## config.mk

```make
export PLATFORM = sky130hd
export DESIGN_NAME = sensor_link_scheduler
export DESIGN_NICKNAME = d
export VERILOG_FILES = /design/src/rtl/sensor_link_pkg.sv /design/src/rtl/rr_pick.sv /design/src/rtl/sensor_link_scheduler.sv
export SDC_FILE = /design/constraint.sdc
export NUM_CORES = 1
export LEC_CHECK = 0
export ABC_AREA = 1
export BUFFER_PORTS_ARGS = -buffer_cell sky130_fd_sc_hd__buf_2
export CORE_MARGIN = 1
export CORE_UTILIZATION = 45
export DETAILED_ROUTE_END_ITERATION = 12
export PLACE_DENSITY = 0.71
export SYNTH_ARGS = -nofsm -noshare
export SYNTH_HDL_FRONTEND = slang
export SYNTH_SLANG_ARGS = --single-unit
```

## constraint.sdc

```tcl
create_clock -name clock -period 1.96 [get_ports clock]
set_input_delay 0.098 -clock clock [delete_from_list [all_inputs] [get_ports clock]]
set_output_delay 0.098 -clock clock [all_outputs]
set_load 0.05 [all_outputs]
```

## src/rtl/sensor_link_pkg.sv

```systemverilog
// rtl/sensor_link_pkg.sv - shared types and constants for the sensor link scheduler
package sensor_link_pkg;

    typedef enum logic [2:0] {
        IDLE    = 3'd0,
        SEND    = 3'd1,
        WAIT_TX = 3'd2,
        RX_HI   = 3'd3,
        RX_LO   = 3'd4,
        DONE    = 3'd5
    } state_t;

    localparam int RESP_W = 16;

    localparam logic [7:0] CMD_TEMP   = 8'h01;
    localparam logic [7:0] CMD_HUMID  = 8'h02;
    localparam logic [7:0] CMD_STATUS = 8'h03;

endpackage

```

## src/rtl/rr_pick.sv

```systemverilog
// rtl/rr_pick.sv - combinational round-robin picker: first asserted req at or after rr_ptr
module rr_pick #(
    parameter int N_REQ = 4,
    localparam int PTR_W = $clog2(N_REQ)
) (
    input  logic [N_REQ-1:0] req,
    input  logic [PTR_W-1:0] rr_ptr,
    output logic [N_REQ-1:0] sel,
    output logic [PTR_W-1:0] sel_idx,
    output logic             any
);

    int cand;

    always_comb begin
        sel     = '0;
        sel_idx = '0;
        any     = 1'b0;
        cand    = 0;
        for (int k = 0; k < N_REQ; k++) begin
            cand = int'(rr_ptr) + k;
            if (cand >= N_REQ) begin
                cand = cand - N_REQ;
            end
            if (!any && req[cand]) begin
                any       = 1'b1;
                sel[cand] = 1'b1;
                sel_idx   = PTR_W'(cand);
            end
        end
    end

endmodule

```

## src/rtl/sensor_link_scheduler.sv

```systemverilog
// rtl/sensor_link_scheduler.sv - round-robin owner of the UART sensor link: one command out, two reply bytes back
module sensor_link_scheduler
    import sensor_link_pkg::*;
#(
    parameter int N_REQ          = 4,
    parameter int TIMEOUT_CYCLES = 500000,
    parameter int TO_W           = 20
) (
    input  logic                clock,
    input  logic                reset,
    input  logic [N_REQ-1:0]    req,
    input  logic [8*N_REQ-1:0]  req_cmd,
    output logic [N_REQ-1:0]    grant,
    output logic                resp_valid,
    output logic                resp_tmo,
    output logic [RESP_W-1:0]   resp_data,
    output logic                tx_start,
    output logic [7:0]          tx_byte,
    input  logic                tx_done,
    input  logic                rx_dv,
    input  logic [7:0]          rx_byte
);

    localparam int PTR_W = $clog2(N_REQ);

    state_t             state, state_nxt;
    logic [PTR_W-1:0]   rr_ptr;
    logic [N_REQ-1:0]   pick_sel;
    logic [PTR_W-1:0]   pick_idx;
    logic               pick_any;
    logic [TO_W-1:0]    to_cnt;
    logic               to_hit;
    logic [7:0]         resp_hi;

    rr_pick #(.N_REQ(N_REQ)) u_rr_pick (
        .req     (req),
        .rr_ptr  (rr_ptr),
        .sel     (pick_sel),
        .sel_idx (pick_idx),
        .any     (pick_any)
    );

    assign to_hit = (to_cnt == TO_W'(TIMEOUT_CYCLES - 1));

    // Pulses are Moore/Mealy outputs of the current state so a reset clears them asynchronously.
    always_comb begin
        state_nxt  = state;
        tx_start   = 1'b0;
        resp_valid = 1'b0;
        resp_tmo   = 1'b0;
        case (state)
            IDLE:    if (pick_any) state_nxt = SEND;
            SEND: begin
                tx_start  = 1'b1;
                state_nxt = WAIT_TX;
            end
            WAIT_TX: if (tx_done) state_nxt = RX_HI;
            RX_HI: begin
                if (rx_dv) begin
                    state_nxt = RX_LO;
                end else if (to_hit) begin
                    resp_tmo  = 1'b1;
                    state_nxt = IDLE;
                end
            end
            RX_LO: begin
                if (rx_dv) begin
                    state_nxt = DONE;
                end else if (to_hit) begin
                    resp_tmo  = 1'b1;
                    state_nxt = IDLE;
                end
            end
            DONE: begin
                resp_valid = 1'b1;
                state_nxt  = IDLE;
            end
            default: state_nxt = IDLE;
        endcase
    end

    always_ff @(posedge clock or negedge reset) begin
        if (!reset) begin
            state     <= IDLE;
            rr_ptr    <= '0;
            grant     <= '0;
            tx_byte   <= '0;
            to_cnt    <= '0;
            resp_hi   <= '0;
            resp_data <= '0;
        end else begin
            state <= state_nxt;
            // Counter spans both reply bytes; it is zero in WAIT_TX, so tx_done starts it from 0.
            if (state == RX_HI || state == RX_LO) begin
                to_cnt <= to_cnt + TO_W'(1);
            end else begin
                to_cnt <= '0;
            end
            if (state == IDLE && pick_any) begin
                grant   <= pick_sel;
                tx_byte <= req_cmd[8*pick_idx +: 8];
                rr_ptr  <= (pick_idx == PTR_W'(N_REQ - 1)) ? '0 : pick_idx + PTR_W'(1);
            end else if (state_nxt == IDLE) begin
                grant <= '0;
            end
            if (state == RX_HI && rx_dv) begin
                resp_hi <= rx_byte;
            end
            // Load at the RX_LO exit so resp_data is already valid during the DONE pulse.
            if (state == RX_LO && rx_dv) begin
                resp_data <= {resp_hi, rx_byte};
            end
        end
    end

endmodule

```

==> Word level (Yosys, flattened, before mapping) <==
Index checks and enable logic that the tools add are counted.
{ "totals": {"out_inout_bits": 31, "elab_cells": 108, "regBits": 61, "inputBits": 48} }
{ "op_classes": {"addsub": 9, "n_bitwise": 3, "n_shift": 1, "mux": 51, "magnitude_cmp": 12, "reduce_logical": 18, "eq_ne": 7} }
{ "ops": {"columns": ["operator", "count"], "rows": [
  [">= comparator 32 x 1 -> 1 bit, second input constant", 4],
  ["< comparator 32 x 4 -> 1 bit, second input constant", 4],
  ["two-way mux 32 bit", 4],
  [">= comparator 32 x 4 -> 1 bit, second input constant", 3],
  ["subtractor 32 x 4 -> 32 bit, second input constant", 3],
  ["indexed part select 32 x 6 -> 8 bit", 1],
  ["two-way mux 4 bit", 6],
  ["two-way mux 1 bit", 21],
  ["adder 20 x 1 -> 20 bit, second input constant", 1],
  ["== test 20 x 19 -> 1 bit, second input constant", 1],
  ["two-way mux 20 bit", 1],
  ["two-way mux 3 bit", 5],
  ["one-hot mux 3 bit (5 select lines)", 1],
  ["OR 4 bit", 3],
  ["logical AND 1 bit", 10],
  ["two-way mux 2 bit", 5],
  ["binary-select mux 1 bit (select 2 bit)", 4],
  ["demux 1 bit (select 2 bit)", 4],
  ["adder 2 x 2 -> 3 bit, second input constant", 2],
  ["== test 3 x 2 -> 1 bit, second input constant", 2],
  ["== test 3 bit, second input constant", 2],
  ["zero test 3 bit", 2],
  ["subtractor 2 x 3 -> 4 bit, second input constant", 1],
  ["adder 2 x 1 -> 3 bit, second input constant", 1],
  ["other kinds (8)", 10]
]} }

==> Logic depth before layout (Yosys ltp) <==
{ "logic_depth": {"ltp_word": 20, "depth_mapped": 15, "mapped_depth_nobuf": 14} }

==> Cells and area by module <==
A second synthesis with hierarchy kept.
{ "unflattened": {"cells_unflattened": 448, "area_unflattened_um2": 3458.3} }
{ "modules_own_cells": {"columns": ["mod", "cells_per_inst", "instances", "area_per_inst_um2", "seq_area_each_um2"], "rows": [
  ["sensor_link_scheduler", 371, 1, 2997.9, 1526.5],
  ["rr_pick", 77, 1, 460.4, 0.0]
]} }

==> Worst setup path before layout <==
OpenSTA, ideal clock, no wires.
{ "synth_path": {"path_kind": "register to output", "from": "register state[0]", "to": "output resp_tmo", "path_buffers": 1, "stages_incl_launch_ff": 9, "arrival_ns": 2.104, "setup_slack_ns": -0.242, "required_time_ns": 1.862, "path_cell_list": "dfrtp_1 -> nor2_1 -> inv_1 -> nor2_1 -> inv_1 -> nand2_1 -> inv_1 -> clkbuf_1 -> nor3_1"} }
{ "synth_between": {"elab_chain_len": 3, "elab_cells_between_ends": 4, "classes_between": "2 x eq/ne; 1 x mux; 1 x reduce/logical"} }
{ "synth_lines": {"columns": ["item", "line", "text"], "rows": [
  ["start, declared", "sensor_link_scheduler.sv:26", "state_t state, state_nxt;"],
  ["start signal, assigned", "sensor_link_scheduler.sv:92", "state <= state_nxt;"],
  ["== test 3 x 2 -> 1 bit or == test 3 bit (tied branches)", "sensor_link_scheduler.sv:51", "case (state)"],
  ["OR reduction 2 bit (no line) (*)", null, null],
  ["two-way mux 1 bit (*)", null, null],
  ["end, declared", "sensor_link_scheduler.sv:15", "output logic resp_tmo,"]
]} }
Mark *: on every way between the ends. The rest lies on a longest branch, timed or not.

==> flow_summary.ini <==
[outcome]
status = finished, final reports clean

[synthesis]
synth_seq_cells = 61
yosysUniqueCellTypes = 32
synth-edff-count = 0
synthArstFlopShare = 1.00
netlist_area_mm2 = 0.00347
yosysTopAreaCell = dfrtp_1
syn_avg_cell_area_um2 = 7.18
ys_warn_count = 0
syn_nets = 536
yosys-top-cells-area = dfrtp_1 44%, nand2_1 16%, inv_1 8.8%
netlist_instances = 483
synth_top_area_frac = 0.440
synth_ff_type = dfrtp_1
synth.yosys.seq_area_share = 0.440

[clocking]
cts_root_buf = clkbuf_8
h-tree-depth = 3
clk_latency_ps = 330
clk_pin_slew_ps = 70
cts-buffers-inserted = 9
clkSinkCount = 61
cts_tree = yes
cts_max_path_buffers = 2

[setup_path]
cp-end-kind = flip-flop
r2r_end = tx_byte[6]
cp_data_arrival_time_ps = 2150
required_ps = 2190
critPathLaunchType = flip-flop
crit_fanout = 8
crit_type = flip-flop to flip-flop
r2r_cells = 13
reg2reg_slack_ps = 40

[final_layout]
drive_gt1_frac = 0.325
design_area_mm2 = 0.00467
final_util = 0.634
multi_input_area_mm2 = 0.00181
n_antenna_cell = 0
fin_nets = 649
fill_cells = 641
area_delta_synth_final_pct = 34.7
regArea_mm2 = 0.00153

[floorplan]
start_util = 0.471
die_y_um = 89.8
coreArea_mm2 = 0.00737
dieArea_mm2 = 0.00806
num_rows = 31
io_pins = 79
die_w_um = 89.8

[timing]
period_needed_ps = 1920
setup_viol = 0
worstMarginPinSlew_ps = 610
slew_headroom = 0.593
grt_setup_unrepaired = true
hold_viol = 0
max_freq_mhz = 520
hold_slack_ps = 32.7
fin_crit_sh = 0.982
finClkSkew_ps = 8.69
setup_ws_ps = 35.8
drv_slew = 0

[worst_hold_path]
min_to = resp_data[5]
hold_path_depth = 3
min-delay-start = rx_byte[5]
hold_class = input pin to flip-flop

[routing]
drt_pass1_iterations = 4
finalWirelength_um = 8590
ant_nets = 0
via_count = 3451
drc = 0
avgRoutedWirePerCell_um = 12.3
drtIter0Drc = 145
viasPerCell = 4.94

[placed_design]
dpl.hpwl_um = 5940
gp_congestion = 0.901
port_buffers = 78
pre_cts_ws_ps = -65.8
dpl_cell_area_mm2 = 0.00412

[job]
drv_cap = 0

[power_and_ir_drop]
ir_worst_vdd_mv = 1.06
p_leak_nw = 2.52
power_w = 0.00804
power.density_mw_per_mm2 = 1720

[global_routing]
grt-ovfl-total = 0
grt_pass1_wl_um = 13800
grt_util_all_layers = 0.208
grt_max_degree = 62
grt_pass1_vias = 3191
antenna_found_initial = 0
-- cell families after synthesis --
logic type,share of synthesized area
and+or+nand+nor,0.343
buffers and inverters,0.105
DFF,0.440
AOI/OAI and AO/OA,0.0891
adders and majority gates,0.0180
xor gates and xnor gates,0.00505
-- registers in the layout (all words and copies together) (netlist names), named ones only --
signal     flops
rr_ptr         1
tx_byte        8
grant          4
resp_data     16
to_cnt        20
resp_hi        8
state          3
-- placed cells by master (no fill, tap or decap), drive strengths merged --
cell	Yosys	layout
bufinv	0	1
or2	2	2
xor2	1	1
nor2	32	32
a21oi	18	18
inv	83	83
dlygate4sd3	0	2
nor4	2	2
dfrtp	61	61
nand4	5	5
xnor2	1	1
clkinv	0	2
o221ai	4	4
o211ai	1	1
nand3	49	49
clkinvlp	0	1
nor3	16	16
a31oi	2	2
a211oi	1	1
buf	5	109
nand2	159	160
clkbuf	5	11
a21boi	1	1
ha	5	5
o21ai	29	29
nor4b	1	1
-- metal layers --
metal / share of wire / global-route usage
met4: 0.018 / 0.0792
met1: 0.44 / 0.260
met5: 0 / 0
met2: 0.50 / 0.348
met3: 0.045 / 0.0474
-- how the worst max path moves through the flow --
| stage | start | endpoint | cells past startpoint | slack, ps |
|---|---|---|---|---|
| floorplan | rr_ptr[1] | tx_byte[6] | 15 | 10 |
| global placement | flip-flop | tx_byte[7] | 13 | 70 |
| detailed placement | flip-flop | tx_byte[0] | 13 | -70 |
| CTS | to_cnt[8] | resp_tmo | 6 | 2 |
| global route | flip-flop | tx_byte[4] | 13 | -90 |
| finish | flip-flop | tx_byte[6] | 13 | 40 |
-- synthesized netlist by cell type (2+ instances only) --
master / number
inv_1: 81
a31oi_1: 2
inv_2: 2
buf_2: 3
dfrtp_1: 61
nor2_1: 29
a21oi_1: 18
nor2_2: 2
nand3_1: 46
or2_2: 2
nand4_1: 4
nand2_2: 7
nand2_1: 149
o21ai_0: 28
o221ai_1: 4
ha_1: 5
nor3_1: 16
clkbuf_1: 5
nand3_2: 3
nor4_1: 2
nand2_4: 3
-- final cells by class --
cell class,count,share of cell area
Clock buffer,11,0.0324
Sequential cell,61,0.327
Tap cell,99,0.0265
Timing Repair Buffer,111,0.147
Inverter,83,0.0688
Multi-Input combinational cell,330,0.388
Clock inverter,4,0.0102
-- per-stage QoR --
step	std cells	setup TNS (ps)
3_3_place_gp	672	0
6_report	699	0
4_1_cts	691	0
5_1_grt	699	-565
3_5_place_dp	672	-381
2_1_floorplan	483	0
-- critical path, cell delays in order, from the launching register on --
cell	delay (ps)
dfrtp_2	400
inv_4	50
ha_4	300
inv_6	50
nand2_4	60
nand2_4	70
nor2_4	150
nand4_4	220
nand2_4	220
nand2_1	70
nand3_1	80
nand2_1	60
nand2_1	50
nand2_1	40
-- timing repair --
item	in CTS	in global routing
cloned	0	2
setup buffers	2	6
hold buffers	2	0
pin swaps	3	32
resized for setup	6	63
endpoints found under the hold margin	62	0
endpoints found under the setup margin	9	19
-- power by group --
part	internal, W	leakage [nW]	switching, W	total [W]
clock network	0.000645	0.101	0.000465	0.00111
logic	0.00164	1.62	0.00341	0.00506
registers	0.00165	0.802	0.000224	0.00187
Note: power is estimated with default switching activity, not from simulation.
